[src/rtl/uart_pkg.sv]
// Shared UART definitions: FSM state encodings, parity modes, baud divisor
// and parity helpers used by the UART top and its tick generator.
package uart_pkg;

  localparam int PARITY_NONE = 0;
  localparam int PARITY_EVEN = 1;
  localparam int PARITY_ODD  = 2;

  typedef enum logic [2:0] {
    TX_IDLE,
    TX_START,
    TX_DATA,
    TX_PARITY,
    TX_STOP
  } tx_state_e;

  typedef enum logic [2:0] {
    RX_IDLE,
    RX_START,
    RX_DATA,
    RX_PARITY,
    RX_STOP,
    RX_BREAK_WAIT
  } rx_state_e;

  // Clocks per 1/16-bit tick, rounded to nearest and never below one.
  function automatic int calc_div(input int clk_freq, input int baud);
    int d;
    d = (clk_freq + 8 * baud) / (16 * baud);
    return (d < 1) ? 1 : d;
  endfunction

  function automatic logic parity_of(input logic [7:0] data, input int data_bits, input int mode);
    logic p;
    p = 1'b0;
    for (int i = 0; i < 8; i++) begin
      if (i < data_bits) p = p ^ data[i];
    end
    return (mode == PARITY_ODD) ? ~p : p;
  endfunction

endpackage

[src/rtl/uart_if.sv]
// Parallel-side UART bus: transmit request/ready, receive valid/ready and
// the receive status flags. master = user logic, slave = the UART.
interface uart_if;
  logic [7:0] tx_data;
  logic       tx_valid;
  logic       tx_ready;
  logic [7:0] rx_data;
  logic       rx_valid;
  logic       rx_ready;
  logic       parity_err;
  logic       frame_err;
  logic       overrun;

  modport master (
    output tx_data, tx_valid, rx_ready,
    input  tx_ready, rx_data, rx_valid, parity_err, frame_err, overrun
  );

  modport slave (
    input  tx_data, tx_valid, rx_ready,
    output tx_ready, rx_data, rx_valid, parity_err, frame_err, overrun
  );
endinterface

[src/rtl/uart_baud_gen.sv]
// Free-running divider producing a one-clock tick every DIV clocks
// (16 ticks per bit); with DIV=1 the tick is permanently high.
module uart_baud_gen #(
  parameter int DIV = 1
) (
  input  logic clk,
  input  logic rst_n,
  output logic tick
);

  localparam int CW = (DIV > 1) ? $clog2(DIV) : 1;
  localparam logic [CW-1:0] LAST = CW'(DIV - 1);

  logic [CW-1:0] cnt_reg;

  always_ff @(posedge clk or negedge rst_n) begin
    if (!rst_n) begin
      cnt_reg <= '0;
    end else if (cnt_reg == LAST) begin
      cnt_reg <= '0;
    end else begin
      cnt_reg <= cnt_reg + 1'b1;
    end
  end

  assign tick = (cnt_reg == LAST);

endmodule

[src/rtl/uart_param.sv]
// Parameterised full-duplex UART: 16x oversampled receiver with break
// detection and a ready/valid transmitter, sharing one baud tick.
module uart_param
  import uart_pkg::*;
#(
  parameter int CLK_FREQ  = 50_000_000,
  parameter int BAUD      = 115200,
  parameter int DATA_BITS = 8,
  parameter int PARITY    = 0,
  parameter int STOP_BITS = 1
) (
  input  logic   clk,
  input  logic   rst_n,
  uart_if.slave  bus,
  output logic   tx,
  input  logic   rx
);

  localparam int DIV = calc_div(CLK_FREQ, BAUD);
  localparam logic [2:0] LAST_BIT  = 3'(DATA_BITS - 1);
  localparam logic       LAST_STOP = 1'(STOP_BITS - 1);

  logic tick;

  uart_baud_gen #(.DIV(DIV)) u_baud_gen (
    .clk   (clk),
    .rst_n (rst_n),
    .tick  (tick)
  );

  // ---------------------------------------------------------------- TX
  tx_state_e  tx_state_reg, tx_state_next;
  logic       tx_armed_reg;
  logic [3:0] tx_tick_cnt_reg;
  logic [2:0] tx_bit_idx_reg;
  logic       tx_stop_idx_reg;
  logic [7:0] tx_shift_reg;
  logic       tx_parity_reg;
  logic       tx_fire;
  logic       tx_bit_end;

  assign tx_fire    = bus.tx_valid && bus.tx_ready;
  // Armed covers the wait for the first tick, so the start bit is a full 16 ticks.
  assign tx_bit_end = tick && !tx_armed_reg && (tx_tick_cnt_reg == 4'd15);

  always_ff @(posedge clk or negedge rst_n) begin
    if (!rst_n) tx_state_reg <= TX_IDLE;
    else        tx_state_reg <= tx_state_next;
  end

  always_comb begin
    tx_state_next = tx_state_reg;
    unique case (tx_state_reg)
      TX_IDLE:   if (tx_fire) tx_state_next = TX_START;
      TX_START:  if (tx_bit_end) tx_state_next = TX_DATA;
      TX_DATA:   if (tx_bit_end && tx_bit_idx_reg == LAST_BIT)
                   tx_state_next = (PARITY != PARITY_NONE) ? TX_PARITY : TX_STOP;
      TX_PARITY: if (tx_bit_end) tx_state_next = TX_STOP;
      TX_STOP:   if (tx_bit_end && tx_stop_idx_reg == LAST_STOP) tx_state_next = TX_IDLE;
      default:   tx_state_next = TX_IDLE;
    endcase
  end

  always_ff @(posedge clk or negedge rst_n) begin
    if (!rst_n) begin
      tx_armed_reg    <= 1'b0;
      tx_tick_cnt_reg <= '0;
      tx_bit_idx_reg  <= '0;
      tx_stop_idx_reg <= 1'b0;
      tx_shift_reg    <= '0;
      tx_parity_reg   <= 1'b0;
    end else if (tx_fire) begin
      tx_shift_reg    <= bus.tx_data;
      tx_parity_reg   <= parity_of(bus.tx_data, DATA_BITS, PARITY);
      tx_armed_reg    <= 1'b1;
      tx_tick_cnt_reg <= '0;
      tx_bit_idx_reg  <= '0;
      tx_stop_idx_reg <= 1'b0;
    end else if (tick) begin
      if (tx_armed_reg) begin
        tx_armed_reg    <= 1'b0;
        tx_tick_cnt_reg <= '0;
      end else if (tx_state_reg != TX_IDLE) begin
        tx_tick_cnt_reg <= tx_tick_cnt_reg + 4'd1;
        if (tx_tick_cnt_reg == 4'd15) begin
          if (tx_state_reg == TX_DATA) begin
            tx_shift_reg   <= tx_shift_reg >> 1;
            tx_bit_idx_reg <= tx_bit_idx_reg + 3'd1;
          end
          if (tx_state_reg == TX_STOP) tx_stop_idx_reg <= ~tx_stop_idx_reg;
        end
      end
    end
  end

  always_comb begin
    bus.tx_ready = (tx_state_reg == TX_IDLE);
    unique case (tx_state_reg)
      TX_START:  tx = tx_armed_reg;
      TX_DATA:   tx = tx_shift_reg[0];
      TX_PARITY: tx = tx_parity_reg;
      default:   tx = 1'b1;
    endcase
  end

  // ---------------------------------------------------------------- RX
  logic [1:0] rx_sync_reg;
  logic       rx_s;
  rx_state_e  rx_state_reg, rx_state_next;
  logic [3:0] rx_tick_cnt_reg;
  logic [2:0] rx_bit_idx_reg;
  logic [7:0] rx_shift_reg;
  logic       rx_par_reg;
  logic       rx_sample;
  logic       frame_load;
  logic       rx_pending_reg;
  logic       rx_valid_reg;
  logic [7:0] rx_data_reg;
  logic       parity_err_reg;
  logic       frame_err_reg;
  logic       overrun_reg;

  // Preset to idle-high so reset release never looks like a start bit.
  always_ff @(posedge clk or negedge rst_n) begin
    if (!rst_n) rx_sync_reg <= 2'b11;
    else        rx_sync_reg <= {rx_sync_reg[0], rx};
  end
  assign rx_s = rx_sync_reg[1];

  assign rx_sample  = tick && ((rx_state_reg == RX_START) ? (rx_tick_cnt_reg == 4'd7)
                                                          : (rx_tick_cnt_reg == 4'd15));
  assign frame_load = rx_sample && (rx_state_reg == RX_STOP);

  always_ff @(posedge clk or negedge rst_n) begin
    if (!rst_n) rx_state_reg <= RX_IDLE;
    else        rx_state_reg <= rx_state_next;
  end

  always_comb begin
    rx_state_next = rx_state_reg;
    unique case (rx_state_reg)
      RX_IDLE:       if (tick && !rx_s) rx_state_next = RX_START;
      RX_START:      if (rx_sample) rx_state_next = rx_s ? RX_IDLE : RX_DATA;
      RX_DATA:       if (rx_sample && rx_bit_idx_reg == LAST_BIT)
                       rx_state_next = (PARITY != PARITY_NONE) ? RX_PARITY : RX_STOP;
      RX_PARITY:     if (rx_sample) rx_state_next = RX_STOP;
      // A low stop bit over all-zero data is a break: hold off until the line recovers.
      RX_STOP:       if (rx_sample)
                       rx_state_next = (!rx_s && rx_shift_reg == 8'd0) ? RX_BREAK_WAIT : RX_IDLE;
      RX_BREAK_WAIT: if (tick && rx_s) rx_state_next = RX_IDLE;
      default:       rx_state_next = RX_IDLE;
    endcase
  end

  always_ff @(posedge clk or negedge rst_n) begin
    if (!rst_n) begin
      rx_tick_cnt_reg <= '0;
      rx_bit_idx_reg  <= '0;
      rx_shift_reg    <= '0;
      rx_par_reg      <= 1'b0;
    end else if (rx_state_reg == RX_IDLE) begin
      rx_tick_cnt_reg <= '0;
      rx_bit_idx_reg  <= '0;
    end else if (tick) begin
      rx_tick_cnt_reg <= rx_sample ? 4'd0 : rx_tick_cnt_reg + 4'd1;
      if (rx_sample && rx_state_reg == RX_DATA) begin
        rx_shift_reg[rx_bit_idx_reg] <= rx_s;
        rx_bit_idx_reg               <= rx_bit_idx_reg + 3'd1;
      end
      if (rx_sample && rx_state_reg == RX_PARITY) rx_par_reg <= rx_s;
    end
  end

  // Data and flags load on the stop sample; valid follows one clock later.
  always_ff @(posedge clk or negedge rst_n) begin
    if (!rst_n) begin
      rx_data_reg    <= '0;
      parity_err_reg <= 1'b0;
      frame_err_reg  <= 1'b0;
      rx_pending_reg <= 1'b0;
      rx_valid_reg   <= 1'b0;
      overrun_reg    <= 1'b0;
    end else begin
      if (frame_load) begin
        rx_data_reg    <= rx_shift_reg;
        parity_err_reg <= (PARITY != PARITY_NONE) &&
                          (rx_par_reg != parity_of(rx_shift_reg, DATA_BITS, PARITY));
        frame_err_reg  <= !rx_s;
      end
      rx_pending_reg <= frame_load;
      overrun_reg    <= frame_load && rx_valid_reg && !bus.rx_ready;
      if (rx_valid_reg && bus.rx_ready) rx_valid_reg <= 1'b0;
      else if (rx_pending_reg)          rx_valid_reg <= 1'b1;
    end
  end

  always_comb begin
    bus.rx_data    = rx_data_reg;
    bus.rx_valid   = rx_valid_reg;
    bus.parity_err = parity_err_reg;
    bus.frame_err  = frame_err_reg;
    bus.overrun    = overrun_reg;
  end

endmodule

[src/flat_wrapper.sv]
// flat-port wrapper written by rule: the top's interface ports become plain ports
module uart_param_flat import uart_pkg::*;
#(
  parameter int CLK_FREQ  = 50_000_000,
  parameter int BAUD      = 115200,
  parameter int DATA_BITS = 8,
  parameter int PARITY    = 0,
  parameter int STOP_BITS = 1
)
  (clk, rst_n, tx, rx, bus_tx_data, bus_tx_valid, bus_rx_ready, bus_tx_ready, bus_rx_data, bus_rx_valid, bus_parity_err, bus_frame_err, bus_overrun);
  uart_if bus_i ();
  input  logic clk;
  input  logic rst_n;
  output logic tx;
  input  logic rx;
  input wire logic [$bits(bus_i.tx_data)-1:0] bus_tx_data;
  input wire logic [$bits(bus_i.tx_valid)-1:0] bus_tx_valid;
  input wire logic [$bits(bus_i.rx_ready)-1:0] bus_rx_ready;
  output wire logic [$bits(bus_i.tx_ready)-1:0] bus_tx_ready;
  output wire logic [$bits(bus_i.rx_data)-1:0] bus_rx_data;
  output wire logic [$bits(bus_i.rx_valid)-1:0] bus_rx_valid;
  output wire logic [$bits(bus_i.parity_err)-1:0] bus_parity_err;
  output wire logic [$bits(bus_i.frame_err)-1:0] bus_frame_err;
  output wire logic [$bits(bus_i.overrun)-1:0] bus_overrun;
  assign bus_i.tx_data = bus_tx_data;
  assign bus_i.tx_valid = bus_tx_valid;
  assign bus_i.rx_ready = bus_rx_ready;
  assign bus_tx_ready = bus_i.tx_ready;
  assign bus_rx_data = bus_i.rx_data;
  assign bus_rx_valid = bus_i.rx_valid;
  assign bus_parity_err = bus_i.parity_err;
  assign bus_frame_err = bus_i.frame_err;
  assign bus_overrun = bus_i.overrun;
  uart_param #(.CLK_FREQ(CLK_FREQ), .BAUD(BAUD), .DATA_BITS(DATA_BITS), .PARITY(PARITY), .STOP_BITS(STOP_BITS)) u_core (.clk(clk), .rst_n(rst_n), .bus(bus_i), .tx(tx), .rx(rx));
endmodule
[config.mk]
export PLATFORM = sky130hd
export DESIGN_NAME = uart_param_flat
export DESIGN_NICKNAME = d
export VERILOG_FILES = /design/src/rtl/uart_pkg.sv /design/src/rtl/uart_if.sv /design/src/rtl/uart_baud_gen.sv /design/src/rtl/uart_param.sv /design/src/flat_wrapper.sv
export SDC_FILE = /design/constraint.sdc
export NUM_CORES = 1
export LEC_CHECK = 0
export CAP_MARGIN = 20
export CORE_ASPECT_RATIO = 0.8
export CORE_UTILIZATION = 40
export CTS_CLUSTER_SIZE = 12
export DETAILED_ROUTE_END_ITERATION = 8
export PLACE_DENSITY = 0.56
export SYNTH_ARGS = -nofsm -noshare
export SYNTH_HDL_FRONTEND = slang
export SYNTH_HIERARCHICAL = 1
export SYNTH_SLANG_ARGS = --single-unit
[constraint.sdc]
create_clock -name clk -period 2.65 [get_ports clk]
set_clock_uncertainty 0.2 [all_clocks]
set_input_delay 0.265 -clock clk [delete_from_list [all_inputs] [get_ports clk]]
set_output_delay 0.265 -clock clk [all_outputs]
set_load 0.05 [all_outputs]
==> flow_summary_export.csv <==
group,metric,value,unit
global_route,groute.usage.overall,16.08,%
setup_path,r2r-end,"u_core/rx_shift_reg[0]$_DFFE_PN0P_",
detailed_routing,viasPerCell,5.196,
global_route,grt_pass1_vias,2028,
floorplan,start_util,41.61,%
detailed_routing,wl_met3,249,um
detailed_routing,drt_iter0_drc,74,
setup_path,critical_path_peak_fanout,6,
worst_hold_path,min_to,"u_core/rx_sync_reg[0]$_DFF_PN1_",
global_route,grt_pass1_wl,9.577,mm
final_layout,stdcell_count,398,
synthesis,synthCells,276,
flow_run,drv_cap,0,
synthesis,synth.top_cell.area_share,48.63,%
final_layout,area_growth,18.76,%
synthesis,synth.area.top_cells,"dfrtp_1 49%, mux2_2 6.3%, o21ai_0 4.5%",
placed_design,gp_congestion,0.8075,
synthesis,avgSynthCellArea,10.44,sq um
timing,fin_crit_sh,92.25,%
clocking,ctsRootBufferMaster,"clkbuf_8",
detailed_routing,route.vias.total,2068,
detailed_routing,post-route-drc-count,0,
timing,rsz0062_at_grt,"no",
timing,fmax,409.0,MHz
synthesis,syn_nets,297,
floorplan,die_area,0.007550,sq mm
clocking,htreeDepth,3,
setup_path,required,2.67,ns
setup_path,slowest_delay,0.45,ns
timing,finalSetupTns,0,ns
timing,max_slew_margin,50.77,%
timing,report.final.slew_viol_count,0,
synthesis,yosysTopAreaCell,"dfrtp_1",
pwr,p_leak,1.560,nW
timing,tightest_slew,0.7384,ns
pwr,power_density,495.2,mW/mm^2
setup_path,start_kind,"flop",
setup_path,critPathKind,"reg2reg",
setup_path,worstPathCellList,"inv_1, ha_1, and4b_2, nand4_1, or3_4, nor4_1, mux2_2",
synthesis,ys.warnings.count,6,
timing,hold_viol,0,
synthesis,synthArstFlopShare,100.0,%
global_route,antenna_found_initial,0,
global_route,grt_start_max_net_pins,59,
synthesis,ys_ff_latch,58,
worst_hold_path,min_path_cells,1,
clocking,clock_sinks,58,
detailed_routing,wl_per_cell,13.60,um
detailed_routing,drt_wl_total,5.412,mm
timing,worst_slack,0.2053,ns
placed_design,pre_cts_ws,0.1175,ns
synthesis,syn_area,0.002882,sq mm
timing,setup_viol,0,
timing,fin_crit,2.445,ns
placed_design,io_buffer_count,25,
worst_hold_path,hold_class,"in2reg",
final_layout,diodes,0,
run_status,outcome,"complete, no violations",
floorplan,die_h,77.92,um
clocking,clockBufferDepth,2,
setup_path,cp.depth,7,
synthesis,synth_cell_types,51,
floorplan,die_w,96.90,um
detailed_routing,detail-route-antenna-nets,0,
worst_hold_path,hold_start,"rx",
placed_design,hpwl,3.631,mm
detailed_routing,drt_first_pass_iters,4,
setup_path,rr_startpoint,"u_core/u_baud_gen/cnt_reg[0]$_DFF_PN0_",
pwr,finalPower,1.694,mW
setup_path,endpoint_kind,"flop",
floorplan,rows,27,
setup_path,crit_family,"simple AND/OR/NAND/NOR gates",
placed_design,dp_cells,381,
final_layout,drive_gt1_share,17.36,%
detailed_routing,routed.top_layer,"met4",
clocking,cts_tree,"done",
detailed_routing,drt-met1-wl,2.754,mm
synthesis,synth_edf_count,0,
setup_path,crit_arrival,2.47,ns
global_route,grt_overflow_total,0,
setup_path,rr_worst_depth,7,
pwr,vdd_drop_max,0.2938,mV
clocking,clkTransAtPathRegs,0.07,ns
setup_path,r2r_setup_slack,0.21,ns
final_layout,fin_nets,327,
clocking,clk_latency,0.34,ns
synthesis,synth.yosys.seq_area_share,50.46,%
final_layout,final_util,49.41,%
setup_path,cp.buffers_inverters,1,
floorplan,coreArea,0.006925,sq mm
clocking,cts_buffers,9,
setup_path,cp_slowest_cell,"or3_4",
synthesis,ys.flop_type,"dfrtp_1",
floorplan,pin_count,27,
detailed_routing,met2_length,2.343,mm
## cells by family (layout without fill, tap and decap cells)
logic type	count (synthesis)	in the layout	share of synthesized area [%]
buffers and inverters	26	61	4.429
multiplexers	26	26	9.726
other	1	1	0.1301
AO/OA/AOI/OAI	52	52	10.90
adder cells (fa/ha/maj)	8	8	3.474
AND/OR/NAND/NOR	95	95	17.85
flip-flops	58	58	50.46
XOR/XNOR	10	10	3.040
## synth_stat cells (5+ instances only)
master and instances:
clkbuf_1 5, nand2_1 25, inv_1 8, mux2i_1 10, mux2_2 16, nor2_1 14, buf_2 8, xnor2_1 8
nand3_1 13, a21oi_1 6, ha_1 8, nand2b_1 7, o21ai_0 26, dfrtp_1 56
## what timing repair did
item                                    CTS  global route
buffers inserted                          0             0
resized for setup                         0             5
endpoints found under the hold margin    56             0
hold buffers                              1             0
endpoints found under the setup margin    0             9
## per-stage QoR
step / area [sq um] / hold WS, ns
6_report: 3422 / 0.1311
5_1_grt: 3422 / 0.1044
4_1_cts: 3406 / 0.1130
3_5_place_dp: 3217 / 0.1468
3_3_place_gp: 3217 / 0.1470
2_1_floorplan: 2882 / -0.2306
## worst max path at each step
stage,startpoint,end
after floorplan,u_core/u_baud_gen/cnt_reg[0]$_DFF_PN0_,u_core/rx_shift_reg[0]$_DFFE_PN0P_
after detailed placement,u_core/u_baud_gen/cnt_reg[0]$_DFF_PN0_,u_core/rx_shift_reg[0]$_DFFE_PN0P_
after global routing,u_core/u_baud_gen/cnt_reg[0]$_DFF_PN0_,u_core/rx_shift_reg[0]$_DFFE_PN0P_
after global placement,u_core/u_baud_gen/cnt_reg[0]$_DFF_PN0_,u_core/rx_shift_reg[0]$_DFFE_PN0P_
final,u_core/u_baud_gen/cnt_reg[0]$_DFF_PN0_,u_core/rx_shift_reg[0]$_DFFE_PN0P_
after CTS,u_core/tx_state_reg[2]$_DFFE_PN0P_,bus_tx_ready
## layer usage
metal,up-vias,track usage (%)
met5,-,0
met2,40,23.66
met3,5,6.306
met1,992,21.71
li1,1031,-
met4,0,5.075
## where the power goes
part           switching, mW  internal (mW)
clock network          0.368          0.363
logic                 0.0368         0.0324
registers            0.00528          0.889
total                  0.410           1.28
## cells in the final DEF (no fill, tap or decap), types with 3 or more instances in the layout
cell / instances
clkinvlp_4: 3
nand2_1: 25
clkbuf_8: 10
buf_4: 10
a21oi_1: 6
nor4_1: 4
dfrtp_1: 56
mux2i_1: 10
nand2b_1: 7
and3_1: 3
nor3b_1: 4
o211ai_1: 3
mux2_2: 16
ha_1: 8
xnor2_1: 8
a311oi_1: 3
clkdlybuf4s50_1: 22
o21ai_0: 26
nand3_1: 13
nor3_1: 3
nor2_1: 14
inv_1: 8
or3_1: 3
nand3b_1: 3
## layout make-up
cell class,instances,area (sq um)
Inverter,9,33.78
Clock buffer,10,137.6
Tap cell,87,108.9
Clock inverter,6,41.29
Fill cell,645,3503
Timing Repair Buffer,36,335.3
Multi-Input combinational cell,192,1311
Sequential cell,58,1454
No activity file was read; power rests on OpenSTA's default activity.
